`config.mk`:
```
export PLATFORM = sky130hd
export DESIGN_NAME = instr_encoder
export DESIGN_NICKNAME = d
export VERILOG_FILES = /design/src/rtl/instr_encoder.sv
export SDC_FILE = /design/constraint.sdc
export NUM_CORES = 1
export LEC_CHECK = 0
export CORE_MARGIN = 2
export CORE_UTILIZATION = 52
export CTS_BUF_LIST = sky130_fd_sc_hd__clkbuf_8
export DETAILED_ROUTE_END_ITERATION = 10
export PLACE_DENSITY_LB_ADDON = 0.25
export RECOVER_POWER = 100
export SETUP_SLACK_MARGIN = 0.4
export SYNTH_ARGS = -nofsm -noshare
export SYNTH_HDL_FRONTEND = slang
export SYNTH_SLANG_ARGS = --single-unit
```
`constraint.sdc`:
```
create_clock -name clk_i -period 8.6 [get_ports clk_i]
set_input_delay 1.72 -clock clk_i [delete_from_list [all_inputs] [get_ports clk_i]]
set_output_delay 1.72 -clock clk_i [all_outputs]
set_load 0.01 [all_outputs]
```
`src/rtl/instr_encoder.sv`:
```
// Streaming MIPS instruction encoder: turns symbolic requests into 32-bit words
// and writes them sequentially into instruction memory from a programmable base.
module instr_encoder #(
    parameter int ADDR_W = 32,
    parameter int CNT_W  = 16
) (
    input  logic              clk_i,
    input  logic              rst_i,
    input  logic              start_i,
    input  logic [ADDR_W-1:0] base_addr_i,
    input  logic              req_valid_i,
    output logic              req_ready_o,
    input  logic              req_last_i,
    input  logic [3:0]        kind_i,
    input  logic [4:0]        rs_i,
    input  logic [4:0]        rt_i,
    input  logic [4:0]        rd_i,
    input  logic [15:0]       imm_i,
    input  logic [25:0]       target_i,
    output logic              imem_we_o,
    input  logic              imem_ready_i,
    output logic [ADDR_W-1:0] imem_addr_o,
    output logic [31:0]       imem_data_o,
    output logic              busy_o,
    output logic              done_o,
    output logic              err_o,
    output logic [CNT_W-1:0]  words_o
);

    typedef enum logic [2:0] {
        S_IDLE,
        S_RUN,
        S_DRAIN,
        S_DONE,
        S_ERR
    } state_t;

    state_t            r_state;
    state_t            w_next;
    logic [ADDR_W-1:0] r_next_addr;
    logic [ADDR_W-1:0] r_addr;
    logic [31:0]       r_data;
    logic              r_we;
    logic              r_err;
    logic [CNT_W-1:0]  r_words;

    logic              w_ready;
    logic              w_launch;
    logic              w_accept;
    logic              w_illegal;
    logic              w_issue;
    logic              w_done_wr;
    logic [31:0]       w_word;

    assign w_illegal = (kind_i > 4'd9);
    assign w_done_wr = r_we && imem_ready_i;
    assign w_accept  = req_valid_i && w_ready;
    assign w_issue   = w_accept && !w_illegal;

    always_comb begin
        w_word = 32'h0;
        unique case (kind_i)
            4'd0: w_word = {6'b000000, rs_i, rt_i, rd_i, 5'd0, 6'b100000};
            4'd1: w_word = {6'b000000, rs_i, rt_i, rd_i, 5'd0, 6'b100010};
            4'd2: w_word = {6'b000000, rs_i, rt_i, rd_i, 5'd0, 6'b011000};
            4'd3: w_word = {6'b000000, rs_i, rt_i, rd_i, 5'd0, 6'b100100};
            4'd4: w_word = {6'b000000, rs_i, rt_i, rd_i, 5'd0, 6'b100101};
            4'd5: w_word = {6'b001000, rs_i, rt_i, imm_i};
            4'd6: w_word = {6'b100011, rs_i, rt_i, imm_i};
            4'd7: w_word = {6'b101011, rs_i, rt_i, imm_i};
            4'd8: w_word = {6'b000010, target_i};
            4'd9: w_word = {6'b000100, rs_i, rt_i, imm_i};
            default: w_word = 32'h0;
        endcase
    end

    always_comb begin
        w_next   = r_state;
        w_ready  = 1'b0;
        w_launch = 1'b0;
        unique case (r_state)
            S_IDLE: begin
                w_launch = start_i;
                if (start_i) w_next = S_RUN;
            end
            S_RUN: begin
                // Single output register; a completing write frees it the same cycle
                w_ready = !r_we || imem_ready_i;
                if (req_valid_i && w_ready) begin
                    if (w_illegal)       w_next = S_ERR;
                    else if (req_last_i) w_next = S_DRAIN;
                end
            end
            S_DRAIN: begin
                if (!r_we || imem_ready_i) w_next = S_DONE;
            end
            S_DONE: w_next = S_IDLE;
            S_ERR: begin
                w_launch = start_i;
                if (start_i) w_next = S_RUN;
            end
            default: w_next = S_IDLE;
        endcase
    end

    always_ff @(posedge clk_i or posedge rst_i) begin
        if (rst_i) begin
            r_state     <= S_IDLE;
            r_next_addr <= '0;
            r_addr      <= '0;
            r_data      <= '0;
            r_we        <= 1'b0;
            r_err       <= 1'b0;
            r_words     <= '0;
        end else begin
            r_state <= w_next;
            if (w_launch)
                r_next_addr <= base_addr_i;
            else if (w_issue)
                r_next_addr <= r_next_addr + ADDR_W'(4);
            if (w_issue) begin
                r_we   <= 1'b1;
                r_addr <= r_next_addr;
                r_data <= w_word;
            end else if (w_done_wr) begin
                r_we <= 1'b0;
            end
            if (w_launch)
                r_words <= '0;
            else if (w_done_wr && !(&r_words))
                r_words <= r_words + CNT_W'(1);
            if (w_launch)
                r_err <= 1'b0;
            else if (w_accept && w_illegal)
                r_err <= 1'b1;
        end
    end

    assign req_ready_o = w_ready;
    assign imem_we_o   = r_we;
    assign imem_addr_o = r_addr;
    assign imem_data_o = r_data;
    assign words_o     = r_words;
    assign err_o       = r_err;
    assign done_o      = (r_state == S_DONE);
    assign busy_o      = (r_state == S_RUN) || (r_state == S_DRAIN) ||
                         (r_state == S_ERR);

endmodule

```
== After elaboration in Yosys (flattened, before gate mapping) ==
Index checks and enable logic that the tools add are counted.

* Reductions and logical operators: 21
* Equal/unequal tests: 17
* Mux-type cells: 17
* Add/subtract/negate cells: 2
* $lt $le $gt $ge: 1

{| class="wikitable"
|+ Operator list
! operator !! number
|-
| case mux 32 bit (10 select lines) || 1
|-
| two-way mux 32 bit || 2
|-
| adder 32 x 3 -> 32 bit, second input constant || 1
|-
| two-way mux 16 bit || 2
|-
| adder 16 x 1 -> 16 bit, second input constant || 1
|-
| == test 4 x 3 -> 1 bit, second input constant || 4
|-
| AND reduction 16 bit || 1
|-
| two-way mux 3 bit || 5
|-
| case mux 3 bit (3 select lines) || 1
|-
| == test 4 x 2 -> 1 bit, second input constant || 2
|-
| == test 4 bit, second input constant || 2
|-
| nonzero test 2 bit || 4
|-
| == test 3 x 2 -> 1 bit, second input constant || 2
|-
| logical AND 1 bit || 6
|-
| two-way mux 1 bit || 6
|-
| == test 4 x 1 -> 1 bit, second input constant || 1
|-
| > comparator 4 bit, second input constant || 1
|-
| logical NOT 4 bit || 1
|-
| != test 2 bit, second input constant || 2
|-
| AND reduction 4 bit || 1
|-
| == test 3 x 1 -> 1 bit, second input constant || 1
|-
| == test 3 bit, second input constant || 1
|-
| logical NOT 1 bit || 3
|-
| logical NOT 3 bit || 1
|-
| other kinds (4) || 6
|}

* Input bits: 99
* Output and inout port bits: 85
* Word-level logic and storage cells: 65
* Register bits after elaboration: 117

== Depth between registers and ports, before layout ==
Gate-level depths: netlist of run 1.

* Word-level depth: 7
* Depth in mapped cells: 8

== Worst setup path before layout of run 1 ==
No wires, ideal clock.

* Path type: input to output
* From: in imem_ready_i
* To: out req_ready_o
* Slack: 4.830 ns
* Buffers on the path: 0
* Stages: 2
* Data arrival time: 2.050 ns
* Path through: nor2b_1 -> nor2_1

* Word-level cells in the longest chain between the ends: 2

{| class="wikitable"
|+ RTL lines
! element !! line !! source
|-
| from (decl) || 21 || <nowiki>input logic imem_ready_i,</nowiki>
|-
| logical OR 1 bit || 88 || <nowiki>w_ready = !r_we || imem_ready_i;</nowiki>
|-
| two-way mux 1 bit || 81 || <nowiki>unique case (r_state)</nowiki>
|-
| to (decl) || 12 || <nowiki>output logic req_ready_o,</nowiki>
|}

Every way passes these cells.

== Worst setup path after layout of run 1 ==
* From: in kind_i[2]
* To: reg r_next_addr[26]

* Word-level cells in the longest chain between the ends: 4

{| class="wikitable"
|+ RTL lines
! element !! line !! source
|-
| from (decl) || 14 || <nowiki>input logic [3:0] kind_i,</nowiki>
|-
| > comparator 4 bit || 55 || <nowiki>assign w_illegal = (kind_i > 4'd9);</nowiki>
|-
| logical NOT 1 bit || 58 || <nowiki>assign w_issue = w_accept && !w_illegal;</nowiki>
|-
| logical AND 1 bit || 58 ||
|-
| nonzero test 2 bit (no line) || - ||
|-
| to (signal assigned) || 118 || <nowiki>r_next_addr <= base_addr_i;</nowiki>
|-
| to (signal assigned) || 120 || <nowiki>r_next_addr <= r_next_addr + ADDR_W'(4);</nowiki>
|-
| to (decl) || 40 || <nowiki>logic [ADDR_W-1:0] r_next_addr;</nowiki>
|}

Every way passes these cells.
A chain may end at the register's enable or synchronous reset.

==> results.json, run 1 <==
{
  "post_drt_via_cell_ratio": 5.78,
  "placeableCoreArea_um2": 10900,
  "clock_tree.root_cell": "clkbuf_8",
  "worst_setup_path_end_kind": "register",
  "yosys-top-cells-area": "dfrtp_1 50%, nand2_1 10%, nor2_1 5.1%, a221oi_1 3.0%, nand3_1 2.8%",
  "number_of_cells_traversed_by_the_worst_register_to_register_path": 6,
  "place_ws_ns": 3.40,
  "fp.dieH_um": 110,
  "dpl_cell_area_um2": 7670,
  "yosys_warnings": 0,
  "reg2reg_slack_ns": 3.64,
  "drtAntennaViolNets": 0,
  "initial_antenna_violation_count": 0,
  "synthFlopType": "dfrtp_1",
  "max_cap_violations": 2,
  "final-max-slew-violation-count": 105,
  "groute.usage.overall": 0.274,
  "tritoncts": "yes",
  "setup_viol_count_final": 0,
  "place_congestion": 0.882,
  "post-route-period-util": 0.742,
  "critical_path_arrival_ns": 6.72,
  "insertedDiodeCount": 0,
  "setup.worst_path.start_class": "input pin",
  "clock_skew_ns": 0.00967,
  "end_point_of_the_critical_path": "r_next_addr[26]",
  "critical_path.reg2reg.startpoint": "r_state[1]",
  "synth_simple_gate_area_frac": 0.276,
  "nets_in_the_synthesized_netlist": 767,
  "cp.required_ns": 8.94,
  "synth_xor_area_frac": 0.0347,
  "route.final.wire_length_mm": 16.0,
  "synthDominantAreaCellType": "dfrtp_1",
  "dp_hpwl_mm": 11.4,
  "std_cell_rows": 38,
  "clkSlewWorstSetupHoldPaths_ns": 0.07,
  "tns_ns": 0,
  "synth_area_um2": 5810,
  "result_of_the_run": "complete, but fails checks",
  "synthDominantCellAreaShare": 0.496,
  "cts_max_level": 4,
  "grt_remaining_overflow": 0,
  "synth_compound_gate_area_share": 0.141,
  "io_buffer_count": 182,
  "synth-edff-count": 0,
  "first_global_vias": 5386,
  "hold_buffers": 0,
  "post_synth_arst_share": 1.00,
  "setup_slack_ns": 2.22,
  "layout-area-overhead-vs-synth_pct": 37.7,
  "dieWidth_um": 110,
  "ir_drop_mv": 0.201,
  "routed-via-count": 5675,
  "hold_path_class": "register to register",
  "cts.path.max_buffers": 2,
  "synth-seq-area-share": 0.496,
  "ys_top_cells_by_count": "155 x nand2_1, 115 x dfrtp_1, 79 x nor2_1",
  "post_cts_setup_buffers": 0,
  "timing_limited_maximum_frequency_mhz": 157,
  "static-leakage-power_nw": 3.51,
  "post-synth-top-count-cell": "nand2_1",
  "residual_drc_count": 0,
  "grt_pass1_wl_mm": 25.5,
  "detail_route.wl_per_cell_um": 16.3,
  "muxShareOfSynthArea": 0.00690,
  "fin_area_um2": 7990,
  "period_minus_slack_ns": 6.38,
  "worstReg2RegEnd": "r_next_addr[26]",
  "drive_above_1_share": 0.0463,
  "detailedRoute.firstPassIterationCount": 6,
  "slew_headroom": -1.00,
  "worst-path-max-fanout": 48,
  "tightest_slew_ns": 2.97,
  "critPathLaunch": "kind_i[2]",
  "maximum_number_of_pins_on_one_net_before_global_route_repair": 86,
  "post_synth.cell_area_avg_um2": 8.72,
  "synth.ff_latch_count": 115,
  "initial_utilization": 0.533,
  "fin_nets": 932,
  "critical_path_type": "input pin to register",
  "grt_setup_unrepaired": "no",
  "synth.lib_cells_used.distinct": 61,
  "clock_insertion_delay_worst_skew_ns": 0.42,
  "pwr_density_cell_nw_per_um2": 297,
  "violations": "max-capacitance violations, max-slew violations",
  "detailedRoute.firstIterationViolations": 345,
  "cts.sink_count": 115,
  "die_area_um2": 12000,
  "hold_violations": 0,
  "adder_cell_area_share_of_the_yosys_netlist": 0.00603,
  "pin_count": 184,
  "post_cts_resize_count": 0,
  "synth_top_family_by_area": "simple AND/OR/NAND/NOR gates",
  "postSynthCellCount": 666,
  "tritoncts.num_buffers": 17
}
power by group:
group          switching [mW]  internal, mW
clock                   0.208         0.287
combinational           0.474         0.436
sequential              0.198         0.769
total                   0.880          1.49
layer usage:
layer | wire length [um] | global-route usage | vias to the layer above | part of all wire
met3 | 1170 | 0.0664 | 39 | 0.073
met1 | 6390 | 0.343 | 2711 | 0.40
met5 | 0 | 0 | - | 0
li1 | - | - | 2666 | -
met4 | 503 | 0.131 | 0 | 0.031
met2 | 7970 | 0.448 | 259 | 0.50
placed cells by master, fill, tap and decap left out, drive strengths merged, types with 4 or more instances in the layout:
| cell | synthesis | routed |
|---|---|---|
| o21ai | 37 | 37 |
| nand3 | 32 | 32 |
| clkdlybuf4s50 | 0 | 93 |
| a22oi | 6 | 6 |
| mux2i | 4 | 4 |
| buf | 16 | 4 |
| clkinv | 1 | 8 |
| nor2b | 4 | 4 |
| nand2 | 155 | 155 |
| and3 | 13 | 13 |
| nor2 | 79 | 79 |
| a21oi | 17 | 17 |
| clkbuf | 25 | 19 |
| dlygate4sd3 | 0 | 89 |
| a31oi | 11 | 11 |
| a221oi | 20 | 20 |
| xnor2 | 15 | 15 |
| nor4 | 11 | 11 |
| nand4 | 14 | 14 |
| or3 | 7 | 7 |
| nand2b | 4 | 4 |
| xor2 | 8 | 8 |
| inv | 9 | 8 |
| dfrtp | 115 | 115 |
| and2 | 6 | 6 |
| nor3 | 10 | 10 |
final cells by class:
type,count,area [um^2]
well taps,140,175
multi-input cells,500,2660
clock buffers,18,248
flip-flops and latches,115,2880
fillers,836,2900
repair buffers,187,1860
inverters,10,38.8
clock inverters,12,140
kinds of logic after synthesis:
logic type / Yosys count
fa+ha+maj: 3
compound gates: 122
xor+xnor: 23
simple gates: 347
flops: 115
mux: 4
buf+inv: 51
other cells: 1
per-stage QoR:
step	utilization	cells	hold WS (ns)	power [mW]
CTS	0.740	982	0.470	2.45
detailed placement	0.704	952	0.456	1.95
global placement	0.704	952	0.454	1.90
floorplan	-	666	0.439	1.44
global route	0.734	982	0.486	2.53
finish	0.734	982	0.458	2.37
state kept, by name (all words and copies together), names as in the netlist:
| name | cells |
|---|---|
| r_state | 3 |
| err_o | 1 |
| imem_addr_o | 32 |
| r_next_addr | 32 |
| imem_data_o | 30 |
| imem_we_o | 1 |
| words_o | 16 |
critical path: stages:
cell	delay (ns)
dlygate4sd3_1	0.76
o21a_1	0.36
nor4_1	2.24
buf_4	0.71
nand4_1	0.33
or3_1	0.39
a31oi_1	0.17
how the worst min path moves through the flow:
stage,cells after the start,to,startpoint,slack [ns]
finish,2,imem_data_o[29],imem_data_o[29],0.46
global route,2,imem_addr_o[17],imem_addr_o[17],0.49
CTS,2,imem_data_o[29],imem_data_o[29],0.47
detailed placement,2,imem_data_o[29],imem_data_o[29],0.46
global placement,2,imem_data_o[29],imem_data_o[29],0.45
floorplan,2,imem_addr_o[0],r_next_addr[0],0.44
(Power assumes the default switching activity.)
==> run 2: changes to the inputs <==
--- a/config.mk
+++ b/config.mk
@@ -6,7 +6,7 @@
 export NUM_CORES = 1
 export LEC_CHECK = 0
 export CORE_MARGIN = 2
-export CORE_UTILIZATION = 52
+export CORE_UTILIZATION = 44
 export CTS_BUF_LIST = sky130_fd_sc_hd__clkbuf_8
 export DETAILED_ROUTE_END_ITERATION = 10
 export PLACE_DENSITY_LB_ADDON = 0.25
==> constraint.sdc (replaced) <==
create_clock -name clk_i -period 5.21 [get_ports clk_i]
set_input_delay 1.042 -clock clk_i [delete_from_list [all_inputs] [get_ports clk_i]]
set_output_delay 1.042 -clock clk_i [all_outputs]
set_load 0.01 [all_outputs]
==> results.json, run 2 (synthesis gave the netlist of run 1 again) <==
{
  "hold-path-endpoint": "imem_addr_o[1]",
  "first_global_vias": 5472,
  "cp.required_ns": 5.50,
  "post-route-period-util": 0.760,
  "layout-area-overhead-vs-synth_pct": 40.7,
  "setup_viol_count_final": 0,
  "tritoncts.num_buffers": 17,
  "insertedDiodeCount": 0,
  "grt_remaining_overflow": 0,
  "clock_skew_ns": 0.0109,
  "cts.sink_count": 115,
  "worstReg2RegEnd": "r_next_addr[20]",
  "detailedRoute.firstPassIterationCount": 5,
  "dieWidth_um": 119,
  "detail_route.wl_per_cell_um": 15.7,
  "std_cell_rows": 41,
  "route.final.wire_length_mm": 16.0,
  "critical_path_arrival_ns": 4.25,
  "die_area_um2": 14100,
  "grt_pass1_wl_mm": 26.5,
  "layout.cells.most_common_list": "155 x nand2_1, 115 x dfrtp_1, 94 x clkdlybuf4s50_1",
  "tns_ns": 0,
  "clock_insertion_delay_worst_skew_ns": 0.45,
  "fp.dieH_um": 119,
  "hold_violations": 0,
  "layout.core_utilization": 0.640,
  "result_of_the_run": "complete, but fails checks",
  "cts.path.max_buffers": 2,
  "hold_path_class": "register to register",
  "power.net_switching_mw": 1.45,
  "detailedRoute.firstIterationViolations": 381,
  "io_buffer_count": 182,
  "maximum_number_of_pins_on_one_net_before_global_route_repair": 84,
  "drtAntennaViolNets": 0,
  "number_of_cells_traversed_by_the_worst_register_to_register_path": 5,
  "worst_setup_path_end_kind": "register",
  "critical_path_type": "input pin to register",
  "placeableCoreArea_um2": 12800,
  "groute.usage.overall": 0.234,
  "pwr_density_cell_nw_per_um2": 494,
  "cp_cell_sequence": "clkdlybuf4s50_1 > nor3b_2 > clkbuf_1 > nor2_1 > o21ai_0 > o311ai_0",
  "internal-power_mw": 2.58,
  "timing_limited_maximum_frequency_mhz": 253,
  "routed-via-count": 5603,
  "clock_tree.root_cell": "clkbuf_8",
  "place_congestion": 0.881,
  "grt_setup_unrepaired": "no",
  "ir_drop_mv": 0.284,
  "drive_above_1_share": 0.0555,
  "pin_count": 184,
  "residual_drc_count": 0,
  "power.total_mw": 4.03,
  "reg2reg_slack_ns": 1.87,
  "initial_antenna_violation_count": 0,
  "slew_headroom": -0.871,
  "fin_nets": 935,
  "tritoncts": "yes",
  "min_from": "imem_addr_o[1]",
  "post_cts_setup_buffers": 0,
  "static-leakage-power_nw": 3.57,
  "period_minus_slack_ns": 3.96,
  "cpPeakStageDelay_ns": 1.61,
  "clockPowerShare": 0.236,
  "power_frac_comb": 0.368,
  "cts_max_level": 4,
  "worst-path-max-fanout": 49,
  "setup.worst_path.start_class": "input pin",
  "max_cap_violations": 2,
  "crit_path_top_delay_cell": "clkbuf_1",
  "sw_frac_of_total": 0.360,
  "critical_path.reg2reg.startpoint": "r_state[1]",
  "hold_buffers": 0,
  "post_cts_resize_count": 0,
  "final-max-slew-violation-count": 126,
  "dp_hpwl_mm": 11.4,
  "mostFrequentLayoutCell": "nand2_1",
  "power_frac_seq": 0.395,
  "clkSlewWorstSetupHoldPaths_ns": 0.07,
  "post_drt_via_cell_ratio": 5.50,
  "initial_utilization": 0.455,
  "violations": "max-capacitance violations, max-slew violations",
  "hold_path_depth": 2,
  "tightest_slew_ns": 2.80
}
==> run 2: cell count changes in the layout (fill, tap and decap cells not counted), moves of 2 or more <==
cell	previous run	this run
clkinv_2	7	2
o21ai_1	4	0
clkbuf_8	18	23
inv_1	8	10
nor4_2	0	3
buf_4	4	6
nor4_1	11	7
o21ai_0	33	37
==> run 2: power by group through the flow <==
stage	Clock [mW]	Combinational, mW	Sequential (mW)
floorplan	0	0.742	1.63
global placement	0	1.57	1.59
detailed placement	0	1.60	1.61
CTS	0.970	1.61	1.60
global route	1.01	1.65	1.65
finish	0.953	1.49	1.59
==> run 2: final cells by class <==
cell class / instances / area, um^2
timing repair buffer: 190 / 1870
tap: 172 / 215
multi-input combinational: 500 / 2700
inverter: 10 / 37.5
sequential: 115 / 2880
clock buffer: 23 / 317
fill: 1051 / 4600
clock inverter: 9 / 149
==> run 2: critical path: cells and delay by family <==
| kind | cells | cell delay (ns) |
|---|---|---|
| compound gates | 2 | 0.41 |
| buf+inv | 2 | 2.13 |
| simple gates | 2 | 0.63 |
==> run 2: worst max path at each step <==
stage                             from              end  slack (ns)
after global routing           start_i  r_next_addr[20]        0.85
final                          start_i  r_next_addr[20]        1.25
after global placement       kind_i[3]  r_next_addr[16]        1.40
after floorplan                  rst_i            err_o        1.12
after CTS                 imem_ready_i      req_ready_o        1.63
after detailed placement     kind_i[3]  r_next_addr[16]        1.31
==> run 2: metal layers <==
metal,track usage,routed length (um),vias to the layer above
li1,-,-,2677
met1,0.292,6510,2657
met2,0.379,7760,240
met3,0.0704,1390,29
met4,0.0990,301,0
met5,0,0,-
==> run 2: per-stage QoR <==
step	worst slack, ns	instance area [um^2]	hold slack, ns	std cells
2_1_floorplan	1.12	5810	0.439	666
3_3_place_gp	1.40	7730	0.451	987
3_5_place_dp	1.31	7730	0.455	987
4_1_cts	1.63	8200	0.478	1019
5_1_grt	0.849	8170	0.491	1019
6_report	1.25	8170	0.469	1019
==> run 3: changes to the inputs <==
==> constraint.sdc (replaced) <==
create_clock -name clk_i -period 3.47 [get_ports clk_i]
set_input_delay 0.694 -clock clk_i [delete_from_list [all_inputs] [get_ports clk_i]]
set_output_delay 0.694 -clock clk_i [all_outputs]
set_load 0.01 [all_outputs]
==> results.json, run 3 (synthesis gave the netlist of run 1 again) <==
{
  "clock_insertion_delay_worst_skew_ns": 0.43,
  "dp_hpwl_mm": 11.8,
  "grt_pass1_wl_mm": 26.8,
  "hold_violations": 0,
  "maximum_number_of_pins_on_one_net_before_global_route_repair": 116,
  "tightest_slew_ns": 1.57,
  "clock_skew_ns": 0.00756,
  "io_buffer_count": 182,
  "ir_drop_mv": 0.446,
  "tns_ns": 0,
  "fp.dieH_um": 119,
  "max_cap_violations": 1,
  "initial_antenna_violation_count": 0,
  "groute.usage.overall": 0.237,
  "post_cts_setup_buffers": 0,
  "crit_path_top_delay_cell": "dlygate4sd3_1",
  "final-max-slew-violation-count": 116,
  "tritoncts.num_buffers": 17,
  "result_of_the_run": "complete, but fails checks",
  "clock_tree.root_cell": "clkbuf_8",
  "cts.path.max_buffers": 2,
  "layout.core_utilization": 0.643,
  "cts_max_level": 4,
  "pwr_density_cell_nw_per_um2": 747,
  "routed-via-count": 5600,
  "initial_utilization": 0.455,
  "hold_buffers": 0,
  "setup_viol_count_final": 0,
  "drtAntennaViolNets": 0,
  "dieWidth_um": 119,
  "detailedRoute.firstPassIterationCount": 5,
  "detailedRoute.firstIterationViolations": 441,
  "setup.worst_path.start_class": "input pin",
  "placeableCoreArea_um2": 12800,
  "tritoncts": "yes",
  "fin_nets": 944,
  "drive_above_1_share": 0.0549,
  "cp_cell_sequence": "clkdlybuf4s50_1 > nor2b_1 > nor2_1 > dlygate4sd3_1",
  "residual_drc_count": 0,
  "violations": "max-capacitance violations, max-slew violations",
  "global_route.usage.met3": 0.0814,
  "worst_setup_path_end_kind": "primary output",
  "post-route-period-util": 0.850,
  "grt_remaining_overflow": 0,
  "slew_headroom": -0.0492,
  "cp.required_ns": 2.78,
  "timing_limited_maximum_frequency_mhz": 339,
  "reg2reg_slack_ns": 0.64,
  "first_global_vias": 5425,
  "mostFrequentLayoutCell": "nand2_1",
  "layout.cells.most_common_list": "155 x nand2_1, 115 x dfrtp_1, 95 x clkdlybuf4s50_1",
  "period_minus_slack_ns": 2.95,
  "detail_route.wl_per_cell_um": 15.9,
  "grt_setup_unrepaired": "no",
  "post_cts_resize_count": 0,
  "pin_count": 184,
  "cpPeakStageDelay_ns": 0.64,
  "die_area_um2": 14100,
  "clkSlewWorstSetupHoldPaths_ns": 0.07,
  "critical_path_type": "input pin to primary output",
  "static-leakage-power_nw": 3.61,
  "cts.sink_count": 115,
  "route.final.wire_length_mm": 16.3,
  "insertedDiodeCount": 0,
  "layout-area-overhead-vs-synth_pct": 41.4,
  "grt_util_met2": 0.401,
  "place_congestion": 0.862,
  "critical_path_arrival_ns": 2.26,
  "global_route.peak_usage_layer": "met2",
  "std_cell_rows": 41,
  "global_route.usage.met1": 0.283,
  "post_drt_via_cell_ratio": 5.45,
  "hold_path_class": "register to register",
  "worst-path-max-fanout": 4
}
run 3: path summary, 6_finish.rpt:
| path | startpoint | cells after the start | end |
|---|---|---|---|
| max | imem_ready_i | 4 | req_ready_o |
| min | imem_addr_o[28] | 2 | imem_addr_o[28] |
| max reg2reg | r_state[1] | 5 | r_next_addr[16] |
| min reg2reg | imem_addr_o[28] | 2 | imem_addr_o[28] |
| max in group asynchronous | rst_i | 3 | imem_addr_o[25] |
| min in group asynchronous | rst_i | 3 | imem_data_o[2] |
run 3: layout make-up:
class	count	area, um^2
clock buffers	19	262
repair buffers	199	1930
inverters	10	41.3
fillers	1046	4560
clock inverters	13	214
flip-flops and latches	115	2880
well taps	172	215
multi-input cells	500	2670
run 3: per-layer routing:
metal / vias up / share of wire
met5: - / 0
met3: 15 / 0.081
li1: 2694 / -
met2: 207 / 0.50
met4: 0 / 0.010
met1: 2684 / 0.41
run 3: per-stage QoR:
stage / instances / worst slack, ns / total power, mW / instance area [um^2] / hold slack [ns]
final: 1028 / 0.520 / 6.14 / 8210 / 0.466
after global routing: 1028 / 0.388 / 6.57 / 8210 / 0.496
after CTS: 1028 / 0.614 / 6.39 / 8290 / 0.481
after detailed placement: 996 / 0.422 / 4.87 / 7810 / 0.463
after global placement: 996 / 0.493 / 4.77 / 7810 / 0.448
after floorplan: 666 / 1.15 / 3.57 / 5810 / 0.439
run 3: critical path, delay by kind of cell:
family,cells,cell delay (ns)
simple gates,2,0.44
buf+inv,2,1.12
run 3: where the power goes:
group          internal (mW)  total, mW  switching (mW)
registers               1.90       2.39           0.489
logic                   1.08       2.24            1.16
clock network          0.954       1.50           0.544
